[config.mk]
export PLATFORM = sky130hd
export DESIGN_NAME = pow_seq
export DESIGN_NICKNAME = d
export VERILOG_FILES = /design/src/rtl/pow_seq.sv
export SDC_FILE = /design/constraint.sdc
export NUM_CORES = 1
export LEC_CHECK = 0
export ABC_CLOCK_PERIOD_IN_PS = 3000
export BUFFER_PORTS_ARGS = -buffer_cell sky130_fd_sc_hd__buf_2
export CORE_UTILIZATION = 40
export DETAILED_ROUTE_END_ITERATION = 10
export PLACE_DENSITY = 0.75
export SYNTH_ARGS = -nofsm -noshare
export SYNTH_HDL_FRONTEND = slang
export SYNTH_SLANG_ARGS = --single-unit
export TNS_END_PERCENT = 50
[constraint.sdc]
create_clock -name clk_i -period 3 [get_ports clk_i]
set_clock_uncertainty 0.15 [all_clocks]
set_input_delay 0.6 -clock clk_i [delete_from_list [all_inputs] [get_ports clk_i]]
set_output_delay 0.6 -clock clk_i [all_outputs]
set_load 0.01 [all_outputs]
[src/rtl/pow_seq.sv]
// pow_seq: sequential y = x^e using one shared external multiplier over a start/busy handshake.
// Ports: clk_i/rst_i (sync active-high reset); x_bi, exp_bi, start_i request in;
//        mul_a, mul_b, mul_start_i drive the multiplier; mul_busy_o, mul_y_bo come back from it;
//        busy_o, done_o, ovf_o, y_bo report status and result to the controller.
module pow_seq #(
   parameter int W     = 8,
   parameter int RW    = 16,
   parameter int EXP_W = 4,
   parameter int SAT   = 0
) (
   input  logic              clk_i,
   input  logic              rst_i,
   input  logic [W-1:0]      x_bi,
   input  logic [EXP_W-1:0]  exp_bi,
   input  logic              start_i,
   output logic [RW-1:0]     mul_a,
   output logic [W-1:0]      mul_b,
   output logic              mul_start_i,
   input  logic              mul_busy_o,
   input  logic [RW+W-1:0]   mul_y_bo,
   output logic              busy_o,
   output logic              done_o,
   output logic              ovf_o,
   output logic [RW-1:0]     y_bo
);
   typedef enum logic [2:0] {IDLE, START, WAIT1, WAIT2, DONE} state_t;
   state_t           state_q;
   logic [W-1:0]     x_q;
   logic [EXP_W-1:0] cnt_q;
   logic [RW-1:0]    acc_q, acc_d, mul_a_q, y_q;
   logic [W-1:0]     mul_b_q;
   logic             ovf_q, ovf_d, mul_start_q, ovf_o_q, done_q;
   assign acc_d = mul_y_bo[RW-1:0];
   // Overflow is sticky: any nonzero bit above the accumulator width in any step.
   assign ovf_d = ovf_q | (|mul_y_bo[RW+W-1:RW]);
   // Result and done are registered on entry to DONE so done_o coincides with the new y_bo.
   always_ff @(posedge clk_i) begin
      if (rst_i) begin
         state_q     <= IDLE;
         x_q         <= '0;
         cnt_q       <= '0;
         acc_q       <= '0;
         ovf_q       <= 1'b0;
         mul_a_q     <= '0;
         mul_b_q     <= '0;
         mul_start_q <= 1'b0;
         y_q         <= '0;
         ovf_o_q     <= 1'b0;
         done_q      <= 1'b0;
      end else begin
         done_q <= 1'b0;
         case (state_q)
            IDLE: if (start_i) begin
               x_q   <= x_bi;
               cnt_q <= exp_bi;
               acc_q <= RW'(1);
               ovf_q <= 1'b0;
               if (exp_bi == '0) begin
                  state_q <= DONE;
                  y_q     <= RW'(1);
                  ovf_o_q <= 1'b0;
                  done_q  <= 1'b1;
               end else begin
                  state_q <= START;
               end
            end
            START: begin
               mul_a_q     <= acc_q;
               mul_b_q     <= x_q;
               mul_start_q <= 1'b1;
               state_q     <= WAIT1;
            end
            WAIT1: begin
               mul_start_q <= 1'b0;
               state_q     <= WAIT2;
            end
            WAIT2: if (!mul_busy_o) begin
               acc_q <= acc_d;
               ovf_q <= ovf_d;
               cnt_q <= cnt_q - EXP_W'(1);
               if (cnt_q == EXP_W'(1)) begin
                  state_q <= DONE;
                  y_q     <= (SAT != 0 && ovf_d) ? {RW{1'b1}} : acc_d;
                  ovf_o_q <= ovf_d;
                  done_q  <= 1'b1;
               end else begin
                  state_q <= START;
               end
            end
            DONE:    state_q <= IDLE;
            default: state_q <= IDLE;
         endcase
      end
   end
   assign mul_a       = mul_a_q;
   assign mul_b       = mul_b_q;
   assign mul_start_i = mul_start_q;
   assign busy_o      = (state_q != IDLE);
   assign done_o      = done_q;
   assign ovf_o       = ovf_o_q;
   assign y_bo        = y_q;
endmodule
# == Word-level counts from Yosys, hierarchy flattened ==
# Index checks and enable logic that the tools add are counted.
# totals
out_inout_bits,44
n_memories,0
reg_bits,75
inputBits,40
latch_bits,0
word_cells,61
mem_bits_rw,0
rom_bits,0
# classes
muxes,30
n_eq_ne,8
add_sub_neg,1
div_mod_pow,0
n_reduce_logical,10
n_mul,0
shift,0
bitwise,1
order_cmp,0
# ops
operator,count
2-to-1 mux 16 bit,6
one-hot mux 16 bit (2 select lines),2
2-to-1 mux 3 bit,4
one-hot mux 3 bit (4 select lines),1
2-to-1 mux 1 bit,10
2-to-1 mux 4 bit,2
inequality test 2 bit (second input constant),4
one-hot mux 1 bit (2 select lines),4
one-hot mux 4 bit (2 select lines),1
OR reduction 8 bit,1
equality test 3 x 2 -> 1 bit (second input constant),2
AND reduction 5 bit,1
equality test 4 x 1 -> 1 bit (second input constant),1
zero test 4 bit,1
AND reduction 2 bit,2
nonzero test 2 bit,2
subtractor 4 x 1 -> 4 bit (second input constant),1
equality test 3 x 1 -> 1 bit (second input constant),1
zero test 3 bit,1
AND reduction 3 bit,1
nonzero test 3 bit,1
OR 1 bit,1

# == Logic depth before layout (Yosys ltp) ==
# Gate-level depths: netlist of run 1.
# logic_depth
depth_word,5
depth_mapped,8
ltp_nobuf,6

# == Worst setup path before layout of run 1 ==
# Ideal clock, no wire load.
# synth_timing
path_type,input to register
start,input port start_i
end,"register ovf_o_q, in the netlist ovf_o"
t_required_ns,2.727
path_buffers,2
stages,6
path_slack_ns,0.835
t_arrival_ns,1.891
setup_ns,0.123
cell_sequence,or4b_4 -> buf_6 -> o31a_4 -> buf_6 -> nor2_1 -> mux2_1
# synth_via
elab_chain_cells,2
# synth_rtl
item,line_no,rtl
from (decl),15,"input logic start_i,"
inequality test 2 bit (no line),-,
AND reduction 5 bit (no line),-,
to (signal assigned),84,ovf_o_q <= ovf_d;
to (decl),32,"logic ovf_q, ovf_d, mul_start_q, ovf_o_q, done_q;"
# No other way between the ends.
# A chain may end at the register's enable or synchronous reset.

# == Worst setup path after layout of run 1 ==
# layout_timing
start,register state_q[0]
end,"register ovf_o_q, in the netlist ovf_o"
# layout_via
elab_chain_cells,3
word_cells_on_any_way,9
cone_classes,5 x eq/ne; 1 x mux; 3 x reduce/logical
# layout_rtl
item,line_no,rtl
from (decl),27,state_t state_q;
from (signal assigned),39,state_q <= IDLE;
from (signal assigned),59,state_q <= DONE;
from (signal assigned),64,state_q <= START;
equality test 3 x 2 -> 1 bit or zero test 3 bit (tied branches),52,case (state_q)
inequality test 2 bit (no line) or nonzero test 2 bit (tied branches),-,
AND reduction 5 bit (no line),-,
# Several ways; a longest one is shown, not always the timed one.

==> impl_results.md, run 1 <==
* Mean Syn Cell Area at 8.12 µm²
* Final Hold Vio Count at 0
* Clock slew at reported path FFs at 80 ps
* TNS Setup at 0 ps
* Most used DFF post-synth: dfxtp_1
* DRC Markers at 0
* Die Wd at 88.1 µm
* Synth Register Bits at 75
* Crit Path Class: flop to flop
* CP max stage delay at 900 ps
* Die height at 88.1 µm
* Cts hold-fix bufs at 0
* P_leak at 1.46 nW
* PwrDens at 722 nW/µm²
* Worst hold path depth at 2
* Min cycle time layout at 2560 ps
* Critical path launch point: state_q[0]
* Vias in the first global route at 2504
* Ys Warns at 0
* F_max at 390 MHz
* CP Max Fanout at 33
* Io pins at 84
* Synth async-reset ratio at 0%
* Slew HR at 30.6%
* Worst path slowest cell: o22ai_2
* Largest net degree at the start of global routing at 56
* Clock Root Buffer: clkbuf_8
* Vias per Instance at 5.11
* Rows at 31
* Commonest non-fill, non-tap cell in the layout: nand2_1
* Final core utilization at 50.4%
* Clk sinks at 75
* GRT Resource Usage Total at 19.2%
* Global route overflow at 0
* CTS tree: yes
* Cts bufs inserted at 9
* GPL Wtd Cong at 0.797
* Initial antenna violation count at 0
* Post-synthesis cell type count at 32
* Syn Nets at 407
* Maximum vdd ir drop at 0.000441 V
* Core Footprint at 7210 µm²
* Reg-to-Reg End: ovf_o
* Worst setup EP type: flop
* Worst flop-to-flop path startpoint: state_q[0]
* RSZ-0062 raised after global routing: no
* Routed WL at 7140 µm
* Maxcap violations at 0
* Post-CTS resize count at 0
* Yosys top cell by area: dfxtp_1
* Post-CTS Setup Bufs at 0
* Final nets at 472
* Final worst-path cycle share at 85.5%
* Most frequent cells in the layout: nand2_1, buf_2, dfxtp_1, a21oi_1, nor2_1
* WL/cell at 13.4 µm
* Total Die Area at 7760 µm²
* IO buf count at 83
* Post-Syn Instances at 365
* Layout area overhead at 22.6%
* Worst path cell trace: nand3b_1 -> o22ai_2 -> nor2_1 -> mux2_1
* Clk buf depth at 2
* Vias at 2727
* EDFF count, synth at 0
* Drt first pass iters at 4
* Setup crit start kind: flop
* Setup violations, final at 0
* First DRT Iteration DRCs at 117
* Hold slack at 302 ps
* Outcome: completed
* Sequential area share after synthesis at 50.6%
* Hold path endpoint: mul_a[1]
* Cell area after synthesis at 2970 µm²
* Post-detail-place hpwl at 4910 µm
* Final Max Tran Viols at 0
* Largest cells by area after synthesis: dfxtp_1, nand2_1, a21oi_1
* Synth top area share at 50.6%
* WP data required at 3080 ps
* Ant. Diodes at 0
* Worst Path Arrival at 2650 ps
* First-pass GRT wire length at 11500 µm
* Worst Hold Launch: acc_q[1]
* Clk_lat worst skew at 340 ps
* FF-to-FF setup slack at 440 ps
* Starting density of the core at 41.1%
* Hold Crit Class: flop to flop
* Fraction of layout cells with a size suffix above 1 at 23.9%
* Cell count of the worst reg-to-reg path at 4
* H-tree depth at 3
* Worst slew pin tran at 1040 ps
* Post-DRT Antenna Nets at 0
## worst max path at each step
stage / end / slack, ps / cells past startpoint
after floorplan: ovf_o / 840 / 6
after global placement: ovf_o / 590 / 4
after detailed placement: ovf_o / 470 / 4
after CTS: ovf_o / 450 / 4
after global routing: ovf_o / 180 / 4
final: ovf_o / 440 / 4
## sequential cells by signal, indices dropped and copies added (netlist names)
| register | count |
|---|---|
| mul_a | 16 |
| ovf_o | 1 |
| state_q | 3 |
| mul_b | 8 |
| acc_q | 16 |
| cnt_q | 4 |
| mul_start_i | 1 |
| ovf_q | 1 |
| x_q | 8 |
| y_bo | 16 |
| done_o | 1 |
## cell type report
type,count,area [µm²]
multi-input combinational,253,1300
clock buffer,11,141
clock inverter,5,100
sequential,75,1500
inverter,5,18.8
fill,735,3580
timing repair buffer,86,450
tap,99,124
## per-layer routing
metal | vias up | global-route usage [%] | share of wire (%)
met5 | - | 0 | 0
met2 | 82 | 33.2 | 49
met3 | 7 | 7.54 | 6.7
met1 | 1259 | 22.5 | 43
met4 | 0 | 4.40 | 0.77
li1 | 1379 | - | -
## Yosys cell counts, types with 2 or more instances
| library cell | instances |
|---|---|
| a211oi_1 | 2 |
| a21o_1 | 2 |
| a21oi_1 | 52 |
| a32oi_1 | 15 |
| and2_1 | 2 |
| buf_2 | 3 |
| buf_6 | 3 |
| clkbuf_1 | 25 |
| dfxtp_1 | 75 |
| ha_1 | 2 |
| inv_1 | 5 |
| nand2_1 | 84 |
| nand3_1 | 4 |
| nand3b_1 | 2 |
| nor2_1 | 28 |
| nor3_1 | 6 |
| nor3b_1 | 2 |
| nor4_1 | 2 |
| o21ai_0 | 22 |
| or3_1 | 17 |
## stage by stage
step / instances / setup WS, ps / power [mW] / area [µm²]
6_report: 534 / 436 / 2.62 / 3630
5_1_grt: 534 / 177 / 2.78 / 3630
4_1_cts: 534 / 449 / 2.65 / 3630
3_5_place_dp: 518 / 473 / 1.71 / 3390
3_3_place_gp: 518 / 594 / 1.70 / 3390
2_1_floorplan: 365 / 835 / 1.59 / 2970
## report_power, final
| group | leakage (nW) | internal (mW) | total [mW] | switching [mW] |
|---|---|---|---|---|
| Clock | 0.123 | 0.573 | 0.934 | 0.361 |
| Sequential | 0.607 | 1.07 | 1.13 | 0.0598 |
| Combinational | 0.726 | 0.164 | 0.560 | 0.396 |
## worst max-delay path: cells and delay by family (launching register included)
| family | cells | cell delay [ps] |
|---|---|---|
| AOI/OAI and AO/OA | 1 | 900 |
| and+or+nand+nor | 2 | 520 |
| DFF | 1 | 510 |
| muxes | 1 | 360 |
## cells by family after synthesis
| group | after synthesis | synth area share [%] |
|---|---|---|
| adder cells (fa/ha/maj) | 2 | 0.844 |
| flip-flops | 75 | 50.6 |
| buffers and inverters | 37 | 5.57 |
| multiplexers | 1 | 0.380 |
| AO/OA/AOI/OAI | 100 | 20.3 |
| AND/OR/NAND/NOR | 150 | 22.3 |
No activity file was read; power rests on OpenSTA's default activity.
==> run 2, diff against run 1 <==
--- a/config.mk
+++ b/config.mk
@@ -9,6 +9,7 @@
 export BUFFER_PORTS_ARGS = -buffer_cell sky130_fd_sc_hd__buf_2
 export CORE_UTILIZATION = 40
 export DETAILED_ROUTE_END_ITERATION = 10
+export GPL_TIMING_DRIVEN = 0
 export PLACE_DENSITY = 0.75
 export SYNTH_ARGS = -nofsm -noshare
 export SYNTH_HDL_FRONTEND = slang
==> impl_results.md, run 2 (synthesis results as in run 1) <==
* Dpl ws at 563 ps
* Initial antenna violation count at 0
* Rows at 31
* Crit Path Class: flop to flop
* Clock Root Buffer: clkbuf_8
* Maxcap violations at 0
* Post-Layout Inst Area at 3740 µm²
* Drt first pass iters at 5
* Final nets at 501
* Worst slew pin tran at 618 ps
* Min cycle time layout at 2310 ps
* Setup violations, final at 0
* WP data required at 3140 ps
* Final core utilization at 51.8%
* Cts bufs inserted at 9
* Outcome: completed
* Final Max Tran Viols at 0
* Fillers at 719
* Fraction of layout cells with a size suffix above 1 at 23.3%
* Setup WS post-layout at 690 ps
* First-pass GRT wire length at 12300 µm
* Clock slew at reported path FFs at 80 ps
* Vias in the first global route at 2703
* Hold Crit Class: flop to flop
* Setup crit start kind: flop
* Vias per Instance at 5.26
* IO buf count at 83
* WL/cell at 14.2 µm
* Post-DRT Antenna Nets at 0
* P_leak at 1.49 nW
* DRC Markers at 0
* Maximum vdd ir drop at 0.000314 V
* Final Hold Vio Count at 0
* Hold slack at 302 ps
* GRT Resource Usage Total at 21.2%
* F_max at 433 MHz
* Cts hold-fix bufs at 0
* Starting density of the core at 41.1%
* Post-detail-place hpwl at 5870 µm
* H-tree depth at 3
* Commonest non-fill, non-tap cell in the layout: buf_2
* Most frequent cells in the layout: buf_2, nand2_1, dfxtp_1, a21oi_1, nor2_1
* Placement-stage cell area at 3500 µm²
* Clk sinks at 75
* Final worst-path cycle share at 77.0%
* Core Footprint at 7210 µm²
* Clk_lat worst skew at 350 ps
* Worst hold path depth at 2
* Die Wd at 88.1 µm
* Total Die Area at 7760 µm²
* RSZ-0062 raised after global routing: no
* Cell count of the worst reg-to-reg path at 7
* TNS Setup at 0 ps
* Slew HR at 58.8%
* First DRT Iteration DRCs at 221
* Worst setup EP type: flop
* Global route overflow at 0
* GPL Wtd Cong at 0.875
* Post-CTS resize count at 0
* CTS tree: yes
* Largest net degree at the start of global routing at 15
* Io pins at 84
* Post-CTS Setup Bufs at 0
* Routed WL at 7990 µm
* Layout area overhead at 26.0%
* Vias at 2959
* Worst Path Arrival at 2450 ps
* Die height at 88.1 µm
* Ant. Diodes at 0
* PwrDens at 718 nW/µm²
* CP Max Fanout at 10
* Clk buf depth at 2
-- run 2: layout make-up --
class / count / area (µm²) / share of cell area [%]
plain buffers: 32 / 146 / 3.92
clock buffers: 10 / 138 / 3.68
clock inverters: 6 / 93.8 / 2.51
inverters: 5 / 18.8 / 0.502
multi-input cells: 253 / 1300 / 34.8
flip-flops and latches: 75 / 1500 / 40.2
well taps: 99 / 124 / 3.32
repair buffers: 83 / 415 / 11.1
-- run 2: per-layer routing --
| metal | track usage [%] | part of all wire, % | vias to the layer above |
|---|---|---|---|
| li1 | - | - | 1443 |
| met1 | 26.0 | 43 | 1379 |
| met4 | 9.38 | 2.3 | 0 |
| met3 | 4.90 | 7.0 | 20 |
| met2 | 35.5 | 48 | 117 |
| met5 | 0 | 0 | - |
-- run 2: path summary, 6_finish.rpt --
path              startpoint       end  slack, ps
hold / removal      mul_b[1]  mul_b[1]        300
setup reg to reg  state_q[0]  acc_q[6]        690
setup / recovery  state_q[0]  acc_q[6]        690
hold reg to reg     mul_b[1]  mul_b[1]        300
-- run 2: per-stage QoR --
| step | power, mW | instances |
|---|---|---|
| after floorplan | 1.59 | 365 |
| after global placement | 1.78 | 547 |
| after detailed placement | 1.80 | 547 |
| after CTS | 2.69 | 563 |
| after global routing | 2.82 | 563 |
| final | 2.68 | 563 |
-- run 2: power by group --
group / switching, mW / total [mW] / internal [mW] / leakage (nW)
sequential: 0.0420 / 1.11 / 1.07 / 0.607
clock: 0.396 / 0.894 / 0.498 / 0.113
combinational: 0.460 / 0.676 / 0.216 / 0.767
-- run 2: worst max-delay path: stages (launching register included) --
cell and delay (ps):
dfxtp_1 350, clkbuf_1 310, and3b_1 220, clkbuf_1 230
buf_2 290, buf_1 400, a32oi_1 190, nor2_1 120
